## src/rtl/mfm_rdgen_pkg.sv

```systemverilog
// rtl/mfm_rdgen_pkg.sv - shared types and constants for the MFM read-pulse generator
// Contents: state_t (IDLE, RUN), mark/gap byte values, the mark's suppressed
// clock-bit position and default cell/pulse timing in fclk cycles.
package mfm_rdgen_pkg;

   typedef enum logic {
      IDLE = 1'b0,
      RUN  = 1'b1
   } state_t;

   localparam logic [7:0] MARK_BYTE      = 8'hA1;
   localparam logic [7:0] GAP_BYTE       = 8'h4E;
   localparam int         MARK_CLK_BIT   = 2;
   localparam int         DEF_CELL_CLKS  = 56;
   localparam int         DEF_PULSE_CLKS = 8;

endpackage

```

## src/rtl/mfm_rdgen_enc.sv

```systemverilog
// rtl/mfm_rdgen_enc.sv - combinational MFM byte encoder
// Ports:
//   data     in  8   byte to encode, MSB first
//   prev     in  1   last data bit of the preceding byte
//   mark     in  1   suppress the bit-2 clock cell (honoured only for 8'hA1)
//   cells    out 16  cell word, cells[15] is the clock cell of data bit 7
//   prev_out out 1   last data bit of this byte, for chaining
module mfm_rdgen_enc
   import mfm_rdgen_pkg::*;
(
   input  logic [7:0]  data,
   input  logic        prev,
   input  logic        mark,
   output logic [15:0] cells,
   output logic        prev_out
);

   logic mark_eff;
   logic p;
   logic c;

   assign mark_eff = mark & (data == MARK_BYTE);
   assign prev_out = data[0];

   // Walk the bits MSB first, shifting in (clock, data) pairs.
   always_comb begin
      cells = '0;
      p     = prev;
      c     = 1'b0;
      for (int i = 7; i >= 0; i--) begin
         c = ~p & ~data[i];
         if (mark_eff && (i == MARK_CLK_BIT)) begin
            c = 1'b0;
         end
         cells = {cells[13:0], c, data[i]};
         p     = data[i];
      end
   end

endmodule

```

## src/rtl/mfm_rdgen.sv

```systemverilog
// rtl/mfm_rdgen.sv - MFM read-pulse generator feeding the vg93 rdat_n input
// Optional feature macro: MFM_RDGEN_GAPFILL_EN (on underrun, stream 8'h4E
// gap bytes instead of dropping to IDLE).
// Ports:
//   fclk       in  1  28 MHz clock
//   rst_n      in  1  asynchronous active-low reset
//   enable     in  1  level enable; low forces idle
//   byte_data  in  8  byte to encode, MSB first
//   byte_mark  in  1  with 8'hA1, emit the 4489 sync mark
//   byte_valid in  1  upstream holds a byte
//   byte_ready out 1  holding register empty and enabled
//   rdat_n     out 1  active-low flux pulse
//   underrun   out 1  one-clock strobe at a byte boundary with nothing held
//   busy       out 1  generator in RUN
module mfm_rdgen
   import mfm_rdgen_pkg::*;
#(
   parameter int CELL_CLKS  = DEF_CELL_CLKS,
   parameter int PULSE_CLKS = DEF_PULSE_CLKS
) (
   input  logic       fclk,
   input  logic       rst_n,
   input  logic       enable,
   input  logic [7:0] byte_data,
   input  logic       byte_mark,
   input  logic       byte_valid,
   output logic       byte_ready,
   output logic       rdat_n,
   output logic       underrun,
   output logic       busy
);

   localparam int             TW        = $clog2(CELL_CLKS);
   localparam int             PW        = $clog2(PULSE_CLKS + 1);
   localparam logic [TW-1:0]  TIMER_MAX = TW'(CELL_CLKS - 1);
   localparam logic [PW-1:0]  PULSE_LD  = PW'(PULSE_CLKS);

   state_t        state;
   state_t        state_nxt;
   logic          hold_full;
   logic [7:0]    hold_data;
   logic          hold_mark;
   logic [15:0]   shifter;
   logic          prev_bit;
   logic [TW-1:0] timer;
   logic [3:0]    idx;
   logic [3:0]    idx_nxt;
   logic [PW-1:0] pcnt;

   logic          load;
   logic          use_gap;
   logic          cell_adv;
   logic          ur_det;
   logic          xfer;
   logic          cell_bit;

   logic [7:0]    enc_data;
   logic          enc_mark;
   logic          enc_prev;
   logic [15:0]   enc_cells;
   logic          enc_prev_out;

   assign byte_ready = enable & ~hold_full;
   assign xfer       = byte_valid & byte_ready;
   assign busy       = (state == RUN);

   // One encoder serves both the held byte and the gap byte. Coming out of
   // IDLE the stream restarts with prev=0.
   assign enc_data = use_gap ? GAP_BYTE : hold_data;
   assign enc_mark = use_gap ? 1'b0 : hold_mark;
   assign enc_prev = (state == RUN) & prev_bit;

   mfm_rdgen_enc u_enc (
      .data     (enc_data),
      .prev     (enc_prev),
      .mark     (enc_mark),
      .cells    (enc_cells),
      .prev_out (enc_prev_out)
   );

   // Value of the cell starting on this clock. For 4-bit idx, 15-idx == ~idx.
   assign idx_nxt  = idx + 4'd1;
   assign cell_bit = load ? enc_cells[15] : shifter[~idx_nxt];

   always_ff @(posedge fclk or negedge rst_n) begin
      if (!rst_n) begin
         state <= IDLE;
      end else begin
         state <= state_nxt;
      end
   end

   always_comb begin
      state_nxt = state;
      load      = 1'b0;
      use_gap   = 1'b0;
      cell_adv  = 1'b0;
      ur_det    = 1'b0;
      if (enable) begin
         case (state)
            IDLE: begin
               if (hold_full) begin
                  load      = 1'b1;
                  state_nxt = RUN;
               end
            end
            RUN: begin
               if (timer == '0) begin
                  if (idx == 4'd15) begin
                     if (hold_full) begin
                        load = 1'b1;
                     end else begin
                        ur_det = 1'b1;
`ifdef MFM_RDGEN_GAPFILL_EN
                        load    = 1'b1;
                        use_gap = 1'b1;
`else
                        state_nxt = IDLE;
`endif
                     end
                  end else begin
                     cell_adv = 1'b1;
                  end
               end
            end
            default: state_nxt = IDLE;
         endcase
      end else begin
         state_nxt = IDLE;
      end
   end

   always_ff @(posedge fclk or negedge rst_n) begin
      if (!rst_n) begin
         hold_full <= 1'b0;
         hold_data <= '0;
         hold_mark <= 1'b0;
         shifter   <= '0;
         prev_bit  <= 1'b0;
         timer     <= '0;
         idx       <= '0;
         pcnt      <= '0;
         rdat_n    <= 1'b1;
         underrun  <= 1'b0;
      end else if (!enable) begin
         hold_full <= 1'b0;
         prev_bit  <= 1'b0;
         timer     <= '0;
         idx       <= '0;
         pcnt      <= '0;
         rdat_n    <= 1'b1;
         underrun  <= 1'b0;
      end else begin
         underrun <= ur_det;

         // A byte taken on the boundary clock only fills the holding
         // register; it is picked up from IDLE (or after the gap byte).
         if (xfer) begin
            hold_full <= 1'b1;
            hold_data <= byte_data;
            hold_mark <= byte_mark;
         end else if (load && !use_gap) begin
            hold_full <= 1'b0;
         end

         if (load) begin
            shifter  <= enc_cells;
            prev_bit <= enc_prev_out;
            idx      <= '0;
            timer    <= TIMER_MAX;
         end else if (cell_adv) begin
            idx   <= idx_nxt;
            timer <= TIMER_MAX;
         end else if (ur_det) begin
            idx      <= '0;
            prev_bit <= 1'b0;
         end else if (state == RUN) begin
            timer <= timer - 1'b1;
         end

         if ((load || cell_adv) && cell_bit) begin
            pcnt <= PULSE_LD;
         end else if (pcnt != '0) begin
            pcnt <= pcnt - 1'b1;
         end

         rdat_n <= (state == RUN) ? (pcnt == '0) : 1'b1;
      end
   end

endmodule
```

## config.mk

```make
export PLATFORM = sky130hd
export DESIGN_NAME = mfm_rdgen
export DESIGN_NICKNAME = d
export VERILOG_FILES = /design/src/rtl/mfm_rdgen_pkg.sv /design/src/rtl/mfm_rdgen_enc.sv /design/src/rtl/mfm_rdgen.sv
export SDC_FILE = /design/constraint.sdc
export NUM_CORES = 1
export LEC_CHECK = 0
export ABC_AREA = 1
export BUFFER_PORTS_ARGS = -buffer_cell sky130_fd_sc_hd__buf_2
export CAP_MARGIN = 20
export CORE_MARGIN = 3
export CORE_UTILIZATION = 50
export DETAILED_ROUTE_END_ITERATION = 8
export PLACE_DENSITY = 0.68
export RECOVER_POWER = 50
export REMOVE_ABC_BUFFERS = 1
export SYNTH_ARGS = -nofsm -noshare
export SYNTH_HDL_FRONTEND = slang
export SYNTH_SLANG_ARGS = --single-unit
```

## constraint.sdc

```tcl
create_clock -name fclk -period 2.2 [get_ports fclk]
set_clock_uncertainty 0.05 [all_clocks]
set_input_delay 0.44 -clock fclk [delete_from_list [all_inputs] [get_ports fclk]]
set_output_delay 0.44 -clock fclk [all_outputs]
set_load 0.01 [all_outputs]
```

Word-level counts from Yosys, hierarchy flattened --
Index checks and enable logic that the tools add are counted.
Word-level totals: flip-flop bits (word level) 44, input port bits 13, output and inout bits 4, logic and storage cells 101
Cells by class: add/subtract/negate cells 3, magnitude comparators 1, equality and inequality tests 9, multiplexer cells 44, bitwise logic cells 24, reductions and logical operators 9
Operators with widths (number):
- $mux 6 | 5
- $mux 1 | 29
- $mux 4 | 7
- $and 1x1->1 | 12
- $not 1->1 | 11
- $ne 3x1->1 const B | 3
- $eq 8x8->1 const B | 1
- $ne 4x1->1 const B | 2
- $reduce_and 2->1 | 4
- $logic_not 6->1 | 1
- $sub 6x1->6 const B | 1
- $lt 4x5->1 const B | 1
- $add 4x1->4 const B | 1
- $bmux 1 s4 | 1
- $eq 4x4->1 const B | 1
- $logic_not 4->1 | 1
- $ne 4x4->1 const B | 1
- $not 4->4 | 1
- $pmux 1 s2 | 2
- $reduce_bool 4->1 | 1
- $sub 4x1->4 const B | 1
- $ne 3x3->1 const B | 1
- $logic_and 1x1->1 | 1
- $logic_or 1x1->1 | 1

Logic depth before layout (Yosys ltp) --
Gate-level depths: netlist (run 1).
word-level depth 9, depth in mapped cells 13, depth with buffers taken out 12

Cells and area by module --
Synthesis (run 1) repeated with hierarchy kept, for this count alone.
Unflattened totals: cells, all modules 230, area, all modules 2311.0 um^2
Modules (own cells, without submodules):
- mfm_rdgen | instances 1, cells each 204, area an instance 2172.1 um^2, sequential area each 1102.3 um^2
- mfm_rdgen_enc | instances 1, cells each 26, area an instance 138.9 um^2, sequential area each 0.0 um^2

Worst setup path before layout (run 1) --
Ideal clock, no wire load.
path type register to register, start point register timer[0], end point register pcnt[1], setup time 121 ps, data arrival time 1484 ps, required time 2029 ps, setup slack 545 ps, stages on the path, launching flop included 13, path buffers 1, clock period less this slack 1655 ps, cells stage by stage dfrtp_1 -> inv_1 -> ha_1 -> nand2_2 -> nor2_4 -> nand3_2 -> nand2_4 -> nand3_2 -> buf_6 -> nand2_4 -> nand3_2 -> nand2_2 -> nor2_1
Between the ends: longest elaborated chain between the ends 8, elaborated cells on any way between the ends 13, classes of those cells eq/ne: 1; mux: 9; reduce/logical: 3
Ends and longest elaborated chain:
- start: declaration | line mfm_rdgen.sv:45 | logic [TW-1:0] timer;
- start signal: assignment | line mfm_rdgen.sv:178 | timer <= timer - 1'b1;
- $logic_not 6->1 * | line mfm_rdgen.sv:108 | if (timer == '0) begin
- $mux 1 | line mfm_rdgen.sv:108
- $pmux 1 s2 / $mux 1 (equally long branches) | line mfm_rdgen.sv:100 | case (state)
- $mux 1 | line mfm_rdgen.sv:99 | if (enable) begin
- $mux 1 / $logic_or 1x1->1 (equally long branches) | line mfm_rdgen.sv:83, mfm_rdgen.sv:181
- $logic_and 1x1->1 * | line mfm_rdgen.sv:181 | if ((load || cell_adv) && cell_bit) begin
- $mux 4 | line mfm_rdgen.sv:181
- $mux 4 | line mfm_rdgen.sv:145 | end else if (!enable) begin
- end signal: assignment | line mfm_rdgen.sv:184 | pcnt <= pcnt - 1'b1;
- end: declaration | line mfm_rdgen.sv:48 | logic [PW-1:0] pcnt;
Every way passes the cells marked *; elsewhere a longest branch is shown, timed or not. A chain may end at the register's enable or synchronous reset.

Worst setup path after layout (run 1) --
Ends and elaborated chain as after synthesis.

==> metrics.md, run 1 <==
| Metric | Value |
|---|---|
| Status | complete, no violations |
| Post-Synthesis Cells | about 250 |
| RD Place Congestion | 0.809 |
| DRC viols | 0 |
| Worst path arrival time | about 2.1 ns |
| GRT Util Overall | between 10% and 20% |
| Post-Route WL | 4.08 mm |
| CTS buffer count | 5 |
| Die area | roughly 5200 µm² |
| Final Hold Viols | 0 |
| Post-synth cell types | 30 |
| Fill cells | about 370 |
| Synthesized cell area | around 2200 µm² |
| CTS tree | done |
| CTS Buffer Depth | 2 |
| I/O Buffers | 16 |
| Share of cells above drive strength 1 | around a fifth |
| Initial antenna violation count | 0 |
| # Max-Cap Violations | 0 |
| Total gr overflow | 0 |
| Setup TNS | 0 ns |
| Core Footprint | approximately 4100 µm² |
| DR iter-0 viols | 70 |
| Main synth FF type | dfrtp_1 |
| Drt wl/cell | about 13 µm |
| Routed Antenna Nets | 0 |
| Post-CTS setup buffer count | 0 |
| CP startpoint kind | register |
| Final min period | 1.95 ns |
| Setup crit start | timer[0]$_DFFE_PN0P_ |
| Area Overhead vs Synth | 11.3% |
| Clk_lat worst skew | roughly 0.3 ns |
| Post_cts resized | 0 |
| Pin count of the biggest net entering global routing | 45 |
| Clock transition at path regs | roughly 0.08 ns |
| Root Buffer | clkbuf_8 |
| Worst Hold Class | input pin to register |
| Warnings, synthesis | 0 |
| Clock sink total | 44 |
| Crit Path Max Fanout | 13 |
| Leak | about 0.0012 µW |
| Reg2reg end | pcnt[1]$_DFFE_PN0P_ |
| Hold_buf cts | 0 |
| Vias in the first global route | approximately 1600 |
| Max Clk Rate | ~500 MHz |
| Total power | between 2000 and 3000 µW |
| Die height | between 70 and 80 µm |
| Vias post-DR | approximately 1600 |
| Peak supply drop | about 0.54 mV |
| Estimated wirelength of the detail-placed design | 2.91 mm |
| Slew @ Worst Pin | roughly 1.1 ns |
| Avg Vias per Cell | slightly above 5 |
| Number of H-tree levels | 2 |
| Number of synthesized flops with an enable pin | 0 |
| RSZ-0062 raised after global routing | no |
| Io pins | 17 |
| Crit Path Category | register to register |
| Power density cells | around 1100 nW/µm² |
| Endpoints failing setup | 0 |
| Nets | approximately 280 |
| Syn Area/Cell | between 8 and 9 µm² |
| Worst r2r src | timer[0]$_DFFE_PN0P_ |
| Worst Hold Depth | 2 |
| CP endpoint kind | register |
| Register area share after synthesis | between 50 and 60% |
| Total iterations of the first detailed-routing run | 4 |
| Final worst-path cycle share | between 80% and 90% |
| WHS Endpoint | enc_data[3]$_DFFE_PN0P_ |
| R2r setup slk | approximately 0.25 ns |
| Asr flop ratio synth | 100% |
| FP Rows | 23 |
| Slew Viols, Final | 0 |
| Global-route wire length before repair | 7.33 mm |
| Worst Path Required | about 2.4 ns |
| Initial Utilization | between 50% and 60% |
| Slew headroom | 29.7% |
| Synth Register Bits | 44 |
| Antenna cells | 0 |
| Hold Crit Start | byte_data[3] |
| R2R cell count | 12 |
| Chip Width | between 70 and 80 µm |
layer usage:
metal | vias to the layer above | share of wire, % | track usage, %
met3 | 7 | 3.7 | 5.12
li1 | 842 | - | -
met5 | - | 0 | 0
met2 | 27 | 46 | 28.1
met1 | 755 | 49 | 24.5
met4 | 0 | 1.5 | 6.68
worst max path at each step:
| stage | end | slack, ns |
|---|---|---|
| floorplan | pcnt[1]$_DFFE_PN0P_ | 0.16 |
| global placement | pcnt[0]$_DFFE_PN0P_ | 0.31 |
| detailed placement | pcnt[1]$_DFFE_PN0P_ | 0.22 |
| CTS | pcnt[1]$_DFFE_PN0P_ | 0.19 |
| global route | pcnt[0]$_DFFE_PN0P_ | 0.06 |
| finish | pcnt[1]$_DFFE_PN0P_ | 0.25 |
where the power goes:
part           internal [µW]  leakage [µW]  total, µW  switching (µW)
registers               1000      0.000544       1140             141
clock network            401     0.0000645        673             272
logic                    315      0.000554        755             440
cells by family after synthesis:
kind of cell,after synthesis,synth area share (%)
AND/OR/NAND/NOR,116,25.3
flip-flops,44,50.6
AO/OA/AOI/OAI,40,11.3
buffers and inverters,34,7.01
XOR/XNOR,6,2.41
adder cells (fa/ha/maj),4,2.30
multiplexers,2,1.03
flip-flops by register name (all words and copies together), names as in the netlist, 4 cells and up:
signal / count
idx: 4
timer: 6
pcnt: 4
shifter: 16
enc_data: 8
through the flow:
step	hold WS (ns)	cells	area (µm²)	setup WS (ns)	util (%)
2_1_floorplan	0.0944	241	2130	0.160	-
3_3_place_gp	0.382	310	2310	0.315	56.6
3_5_place_dp	0.387	310	2310	0.217	56.6
4_1_cts	0.0584	318	2440	0.185	59.6
5_1_grt	0.308	318	2420	0.0646	59.3
6_report	0.321	318	2420	0.253	59.3
worst max-delay path, cell delays in order (launching register included):
cell     delay [ns]
dfrtp_1        0.38
inv_1          0.10
ha_1           0.19
nand2_2        0.09
nor2_4         0.14
nand3_2        0.11
nand2_4        0.10
nand3_2        0.17
inv_4          0.19
nand2_1        0.10
nand3_2        0.11
nand2_2        0.06
nor2_1         0.08
cell usage in the layout (no fill, tap or decap), types with 7 or more instances in the layout:
cell,Yosys,final
clkbuf_8,0,7
inv_1,23,23
dfrtp_1,43,43
nand3_1,23,23
o21ai_0,11,11
nor2_1,19,19
nand2_1,55,55
o21ai_1,10,10
a21oi_1,9,9
buf_2,2,15
synthesized netlist by cell type, drive strengths merged, types with 2 or more instances:
| cell type | n | area share, % |
|---|---|---|
| nand3 | 27 | 7.5 |
| o21a | 6 | 2.1 |
| o31ai | 2 | 0.69 |
| buf | 5 | 2.0 |
| nor2 | 23 | 4.9 |
| xor2 | 5 | 2.0 |
| nor3 | 2 | 0.46 |
| inv | 28 | 4.8 |
| nand2 | 61 | 12 |
| mux2 | 2 | 1.0 |
| nand4 | 2 | 0.57 |
| a21oi | 10 | 2.5 |
| o21ai | 21 | 4.8 |
| dfrtp | 43 | 49 |
| ha | 4 | 2.3 |
cell type report:
cell class	instances	area, µm²	share of cell area, %
flip-flops and latches	44	1100	45.5
multi-input cells	168	922	38.0
inverters	29	111	4.59
repair buffers	19	98.8	4.08
clock buffers	7	96.3	3.98
well taps	50	62.6	2.58
clock inverters	1	30.0	1.24
No activity file was read; power rests on OpenSTA's default activity.
==> run 2: changes to the inputs <==
- ABC_AREA: 1 -> 0
- SYNTH_HIERARCHICAL: unset -> 1
==> run 2 against run 1 <==
Utilization increased by 3.2 points. Critical path depth decreased by 5. Flip-flop and latch count unchanged. Critical endpoint is now pcnt[2]$_DFFE_PN0P_. Worst hold slack about the same. Worst setup slack got worse by 0.17 ns. Synthesized area increased by 4.8%. Wire length increased by 13%. Synthesized cell count decreased by 23%.
==> metrics.md, run 2 <==
| Metric | Value |
|---|---|
| Clk_lat worst skew | 0.29 ns (was 0.30 ns) |
| Simple-gate share of the synthesized area | 12.7% (was 25.3%) |
| Largest Register | shifter (unchanged) |
| Crit Path Category | register to register (unchanged) |
| Flip-flop count of the largest register after layout | 16 (unchanged) |
| Most frequent cells in the layout | dfrtp_1 (43), mux2_2 (16), buf_2 (15) (was nand2_1 (55), dfrtp_1 (43), inv_1 (23), nand3_1 (23), nor2_1 (19)) |
| CTS buffer count | 5 (unchanged) |
| I/O Buffers | 16 (unchanged) |
| Slew headroom | 28.1% (was 29.7%) |
| Leak | 0.00121 µW (was 0.00116 µW) |
| FP Rows | 23 (unchanged) |
| Worst Path Required | 2.34 ns (was 2.39 ns) |
| # Max-Cap Violations | 0 (unchanged) |
| Warnings, synthesis | 6 (was 0) |
| Routed Antenna Nets | 0 (unchanged) |
| Io pins | 17 (unchanged) |
| Post-Synthesis Cells | 190 (was 246) |
| CTS Buffer Depth | 2 (unchanged) |
| Clock transition at path regs | 0.08 ns (about the same) |
| Final min period | 2.12 ns (was 1.95 ns) |
| Avg Vias per Cell | 5.93 (was 5.13) |
| Drt wl/cell | 17.4 µm (was 12.8 µm) |
| Core Footprint | 4200 µm² (was 4090 µm²) |
| Vias post-DR | 1566 (was 1631) |
| Post-synth cell types | 42 (was 30) |
| Placed cell area | 2410 µm² (was 2310 µm²) |
| Slew @ Worst Pin | 1.08 ns (was 1.05 ns) |
| Initial antenna violation count | 0 (unchanged) |
| Clock sink total | 44 (unchanged) |
| Buf/Inv on CP | 2 (unchanged) |
| Placed cell count | 253 (was 310) |
| RD Place Congestion | 0.879 (was 0.809) |
| Register area share after synthesis | 48.3% (was 50.6%) |
| CP startpoint kind | register (unchanged) |
| Share of the synthesized area in the top cell type | 47.2% (was 49.4%) |
| Total gr overflow | 0 (unchanged) |
| Vias in the first global route | 1652 (was 1589) |
| Root Buffer | clkbuf_8 (unchanged) |
| Mux share of post-synthesis cell area | 19.3% (was 1.03%) |
| Compound-Gate Fraction of Synth Area | 10.1% (was 11.3%) |
| Post-route cell area | 2630 µm² (was 2420 µm²) |
| Multi-input logic area | 1090 µm² (was 922 µm²) |
| Synth Register Bits | 44 (unchanged) |
| Slew Viols, Final | 0 (unchanged) |
| XOR/XNOR Fraction of Synth Area | 1.15% (was 2.41%) |
| GRT Util Overall | 18.6% (was 18.1%) |
| Area leader, netlist | dfrtp_1 (unchanged) |
| Estimated wirelength of the detail-placed design | 3.23 mm (was 2.91 mm) |
| Nets | 231 (was 284) |
| Asr flop ratio synth | 100% (unchanged) |
| Initial Utilization | 54.3% (was 53.3%) |
| Status | complete, no violations (unchanged) |
| Critical Path Slowest Stage Cell | mux4_2 (was dfrtp_1) |
| CTS tree | done (unchanged) |
| Crit-path leading delay family | multiplexers (was simple AND/OR/NAND/NOR gates) |
| Met3 WL | 203 µm (was 150 µm) |
| Total iterations of the first detailed-routing run | 4 (unchanged) |
| Synthesized cell area | 2280 µm² (was 2180 µm²) |
| Post-synthesis adder-cell area fraction | 2.19% (was 2.30%) |
| Commonest non-fill, non-tap cell in the layout | dfrtp_1 (was nand2_1) |
| Worst path most repeated cell | a211oi_1 (was nand3_2) |
| Worst path arrival time | 2.26 ns (was 2.13 ns) |
| Synth top area cells | dfrtp_1 (47%), mux2_2 (7.9%), mux2_4 (6.6%) (was dfrtp_1 (49%), nand2_1 (9.5%), nand3_1 (5.3%)) |
| Commonest cells post-synth | dfrtp_1 (43), mux2_2 (16), nor2_1 (14) (was nand2_1 (55), dfrtp_1 (43), inv_1 (23), nand3_1 (23), nor2_1 (19)) |
| Post-Route WL | 4.60 mm (was 4.08 mm) |
| Share of cells above drive strength 1 | 40.7% (was 19.0%) |
| Area Overhead vs Synth | 15.2% (was 11.3%) |
| Die height | 73.5 µm (was 72.0 µm) |
| Chip Width | 73.5 µm (was 72.0 µm) |
| Top sig layer | met4 (unchanged) |
| Number of H-tree levels | 2 (unchanged) |
| Max incr delay on CP | 0.50 ns (was 0.38 ns) |
| Main synth FF type | dfrtp_1 (unchanged) |
| Crit path cell chain | buf_6, mux4_2, nor2b_1, a211oi_1, a211oi_1, buf_4, nor4_1 (was inv_1, ha_1, nand2_2, nor2_4, nand3_2, nand2_4, nand3_2, inv_4, nand2_1, nand3_2, nand2_2, nor2_1) |
| Peak supply drop | 0.471 mV (was 0.537 mV) |
| Global-route wire length before repair | 7.63 mm (was 7.33 mm) |
| Final worst-path cycle share | 96.2% (was 88.5%) |
| DR iter-0 viols | 130 (was 70) |
| CP endpoint kind | register (unchanged) |
| Endpoints failing setup | 0 (unchanged) |
| Finished Layout Cells | 264 (was 318) |
| Largest family of logic cells by synthesized area | multiplexers (was simple AND/OR/NAND/NOR gates) |
| Power density cells | 967 nW/µm² (was 1060 nW/µm²) |
| Final Hold Viols | 0 (unchanged) |
| Syn Area/Cell | 12.0 µm² (was 8.85 µm²) |
| Crit Path Max Fanout | 5 (was 13) |
| Most instantiated library cell after synthesis | dfrtp_1 (was nand2_1) |
| Register area | 1100 µm² (unchanged) |
| Number of synthesized flops with an enable pin | 0 (unchanged) |
| Worst Hold Class | input pin to register (unchanged) |
| Antenna cells | 0 (unchanged) |
| Die area | 5410 µm² (was 5180 µm²) |
| Fill cells | 322 (was 367) |
| Max Clk Rate | 472 MHz (was 514 MHz) |
| Pin count of the biggest net entering global routing | 45 (unchanged) |
| Met1 wire length | 1.96 mm (was 1.99 mm) |
| Met2 WL | 2.28 mm (was 1.88 mm) |
| DRC viols | 0 (unchanged) |
==> run 2: timing repair <==
| item | 4_1_cts | 5_1_grt |
|---|---|---|
| pin swaps | 1 | 2 |
| gates resized for setup | 2 | 8 |
| hold buffers | 0 | 0 |
| endpoints found under the setup margin | 17 | 11 |
| setup buffers | 1 | 3 |
==> run 2: area by class of cell <==
| class | instances | share of cell area, % |
|---|---|---|
| Clock buffer | 5 | 2.62 |
| Multi-Input combinational cell | 123 | 41.4 |
| Clock inverter | 2 | 2.29 |
| Timing Repair Buffer | 33 | 8.38 |
| Inverter | 7 | 1.00 |
| Tap cell | 50 | 2.38 |
| Sequential cell | 44 | 42.0 |
==> run 2: worst paths after layout <==
| kind | endpoint | slack, ns | cells after the start | start |
|---|---|---|---|---|
| max in group asynchronous | underrun$_DFF_PN0_ | 1.07 | 2 | rst_n |
| max reg2reg | pcnt[2]$_DFFE_PN0P_ | 0.08 | 7 | idx[0]$_DFFE_PN0P_ |
| min | enc_data[7]$_DFFE_PN0P_ | 0.32 | 2 | byte_data[7] |
| min in group asynchronous | shifter[9]$_DFFE_PN0P_ | 0.37 | 2 | rst_n |
| max | pcnt[2]$_DFFE_PN0P_ | 0.08 | 7 | idx[0]$_DFFE_PN0P_ |
| min reg2reg | enc_mark$_DFFE_PN0P_ | 0.45 | 1 | enc_mark$_DFFE_PN0P_ |
==> run 2: logic make-up after synthesis <==
kind of cell,Yosys count
fa+ha+maj,4
flops,44
xor+xnor,3
compound gates,31
simple gates,53
buf+inv,23
mux,32
==> run 2: layer usage <==
layer | global-route usage [%] | vias up
met5 | 0 | -
met4 | 11.7 | 0
met3 | 4.10 | 19
met2 | 29.4 | 55
met1 | 23.0 | 773
li1 | - | 719
==> run 2: worst register-to-register path, delay by kind of cell (launching register included) <==
family	cells	cell delay [ns]
buffers and inverters	2	0.32
and+or+nand+nor	2	0.39
AOI/OAI and AO/OA	2	0.33
DFF	1	0.43
muxes	1	0.50
==> run 2: power breakdown <==
group          switching (µW)  internal, µW
registers                 143          1000
clock network             265           447
logic                     292           392
==> run 2: metrics by stage <==
step	hold slack, ns	setup TNS, ns	setup WS [ns]	utilization (%)	power (µW)
after CTS	0.181	0	0.0469	61.1	2540
after global placement	0.431	0	0.0148	57.3	1750
final	0.320	0	0.0833	62.5	2540
after global routing	0.320	-0.0655	-0.0107	62.5	2680
after floorplan	0.0944	0	0.0155	-	1610
after detailed placement	0.438	-0.813	-0.0566	57.3	1810
==> run 3: changes to the inputs <==
- clock period: 2.2 -> 2.4 ns (I/O delays scaled with it)
==> run 3 against run 2 <==
Cell count fell by 2.7%. Clock power fell by 23%. Final area fell by 5.0%. Via count fell by 3.9%. Sequential power fell by 9%. Critical path type unchanged. Highest routed layer unchanged.
==> metrics.md, run 3 (synthesized netlist as in run 2, its figures left out) <==
| Metric | Value |
|---|---|
| RD Place Congestion | 0.831 (was 0.879) |
| Root Buffer | clkbuf_8 (unchanged) |
| GR peak layer | met2 (unchanged) |
| Placed cell count | 248 (was 253) |
| Area Overhead vs Synth | 9.43% (was 15.2%) |
| # Max-Cap Violations | 0 (unchanged) |
| Post-Route WL | 4.24 mm (was 4.60 mm) |
| Io pins | 17 (unchanged) |
| Commonest non-fill, non-tap cell in the layout | dfrtp_1 (unchanged) |
| Die height | 73.5 µm (unchanged) |
| Most frequent cells in the layout | dfrtp_1 (43), mux2_2 (16), nor2_1 (14), buf_2 (14), mux2_4 (10) (was dfrtp_1 (43), mux2_2 (16), buf_2 (15)) |
| Endpoints failing setup | 0 (unchanged) |
| Reg2reg end | prev_bit$_DFFE_PN0P_ (was pcnt[2]$_DFFE_PN0P_) |
| Slew Viols, Final | 0 (unchanged) |
| Part of the power in combinational logic | 26.9% (was 27.0%) |
| Tightest hold margin | 0.234 ns (was 0.320 ns) |
| Total gr overflow | 0 (unchanged) |
| Estimated wirelength of the detail-placed design | 3.28 mm (was 3.23 mm) |
| Worst r2r src | timer[0]$_DFFE_PN0P_ (was idx[0]$_DFFE_PN0P_) |
| GRT Util Overall | 17.9% (was 18.6%) |
| Peak supply drop | 0.530 mV (was 0.471 mV) |
| Max Clk Rate | 452 MHz (was 472 MHz) |
| Setup TNS | 0 ns (unchanged) |
| Finished Layout Cells | 257 (was 264) |
| Die area | 5410 µm² (unchanged) |
| Vias in the first global route | 1562 (was 1652) |
| Worst Path Required | 2.53 ns (was 2.34 ns) |
| Total iterations of the first detailed-routing run | 5 (was 4) |
| Reg power frac | 48.0% (was 45.0%) |
| Chip Width | 73.5 µm (unchanged) |
| CP startpoint kind | register (unchanged) |
| Initial Utilization | 54.3% (unchanged) |
| DRC viols | 0 (unchanged) |
| Core Footprint | 4200 µm² (unchanged) |
| Met2 usage | 29.6% (was 29.4%) |
| Sw power | 610 µW (was 700 µW) |
| Slew headroom | 40.5% (was 28.1%) |
| Number of H-tree levels | 2 (unchanged) |
| Slew @ Worst Pin | 0.892 ns (was 1.08 ns) |
| Vias post-DR | 1505 (was 1566) |
| Final Hold Viols | 0 (unchanged) |
| Clk_lat worst skew | 0.29 ns (about the same) |
| CTS buffer count | 5 (unchanged) |
| Placed cell area | 2370 µm² (was 2410 µm²) |
| Leak | 0.00114 µW (was 0.00121 µW) |
| Switching Fraction | 28.1% (was 27.6%) |
| Nets | 223 (was 231) |
| CTS tree | done (unchanged) |
| Power density cells | 871 nW/µm² (was 967 nW/µm²) |
| Final worst setup slack | 0.187 ns (was 0.0833 ns) |
| Avg Vias per Cell | 5.86 (was 5.93) |
| Clock sink total | 44 (unchanged) |
| Setup crit start | timer[0]$_DFFE_PN0P_ (was idx[0]$_DFFE_PN0P_) |
| Routed Antenna Nets | 0 (unchanged) |
| FP Rows | 23 (unchanged) |
| Met3 Resource Use GR | 5.06% (was 4.10%) |
| R2R cell count | 7 (unchanged) |
| Fill cells | 358 (was 322) |
| DR iter-0 viols | 135 (was 130) |
| Crit Path Category | register to register (unchanged) |
| Final min period | 2.21 ns (was 2.12 ns) |
| Drt wl/cell | 16.5 µm (was 17.4 µm) |
| Pin count of the biggest net entering global routing | 18 (was 45) |
| Clock transition at path regs | 0.08 ns (about the same) |
| Final worst-path cycle share | 92.2% (was 96.2%) |
| Met1 usage | 23.4% (was 23.0%) |
| Status | complete, no violations (unchanged) |
| Share of cells above drive strength 1 | 34.3% (was 40.7%) |
| CTS Buffer Depth | 2 (unchanged) |
| I/O Buffers | 16 (unchanged) |
| Initial antenna violation count | 0 (unchanged) |
| Worst path arrival time | 2.35 ns (was 2.26 ns) |
| Setup crit end | prev_bit$_DFFE_PN0P_ (was pcnt[2]$_DFFE_PN0P_) |
| R2r setup slk | 0.19 ns (was 0.08 ns) |
| RSZ-0062 raised after global routing | no |
| P_int | 1560 µW (was 1840 µW) |
| Setup WS pre-CTS | 0.0789 ns (was -0.0566 ns) |
| Largest Register | shifter (unchanged) |
| Flip-flop count of the largest register after layout | 16 (unchanged) |
| Post-route cell area | 2500 µm² (was 2630 µm²) |
| CP endpoint kind | register (unchanged) |
| Global-route wire length before repair | 7.40 mm (was 7.63 mm) |
| Hold_buf cts | 0 (unchanged) |
| Crit Path Max Fanout | 7 (was 5) |
| Worst Hold Class | input pin to async pin (was input pin to register) |
| Antenna cells | 0 (unchanged) |
| Clk pwr share | 25.1% (was 28.0%) |
## run 3: worst min-delay path by stage
stage                               to  cells after the start
2_1_floorplan           busy$_DFF_PN0_                      0
3_3_place_gp   shifter[10]$_DFFE_PN0P_                      1
3_5_place_dp    shifter[9]$_DFFE_PN0P_                      1
4_1_cts        enc_data[5]$_DFFE_PN0P_                      1
5_1_grt        enc_data[5]$_DFFE_PN0P_                      1
6_report       enc_data[5]$_DFFE_PN0P_                      1
## run 3: cell type report
class                   count  area (µm²)  share of cell area (%)
inverters                   7        26.3                    1.05
repair buffers             25         150                    6.02
clock buffers               6        72.6                    2.91
flip-flops and latches     44        1100                    44.2
well taps                  50        62.6                    2.51
multi-input cells         123        1050                    42.0
clock inverters             2        35.0                    1.40
## run 3: power groups by stage
stage	logic, µW	registers (µW)	clock network, µW
2_1_floorplan	457	1020	0
3_3_place_gp	546	1050	0
3_5_place_dp	580	1060	0
4_1_cts	580	1050	558
5_1_grt	641	1070	597
6_report	584	1040	546
## run 3: what timing repair did
item | in CTS | in global routing
buffers inserted | 0 | 1
endpoints found under the setup margin | 0 | 21
resized for setup | 0 | 3
## run 3: critical path, stage by stage (launching register included)
cell      delay (ns)
dfrtp_1         0.41
inv_1           0.08
ha_1            0.19
or3b_4          0.44
or2_2           0.36
nor4_2          0.30
a211oi_1        0.09
o21a_1          0.19
## run 3: layer usage
layer / vias to the layer above / share of wire, % / wire length [µm]
li1: 704 / - / -
met1: 766 / 44 / 1870
met2: 33 / 51 / 2160
met3: 2 / 4.5 / 193
met4: 0 / 0.52 / 22
met5: - / 0 / 0
## run 3: stage by stage
stage          utilization, %  power [µW]
2_1_floorplan               -        1470
3_3_place_gp             56.4        1590
3_5_place_dp             56.4        1640
4_1_cts                  58.9        2190
5_1_grt                  59.4        2310
6_report                 59.4        2170
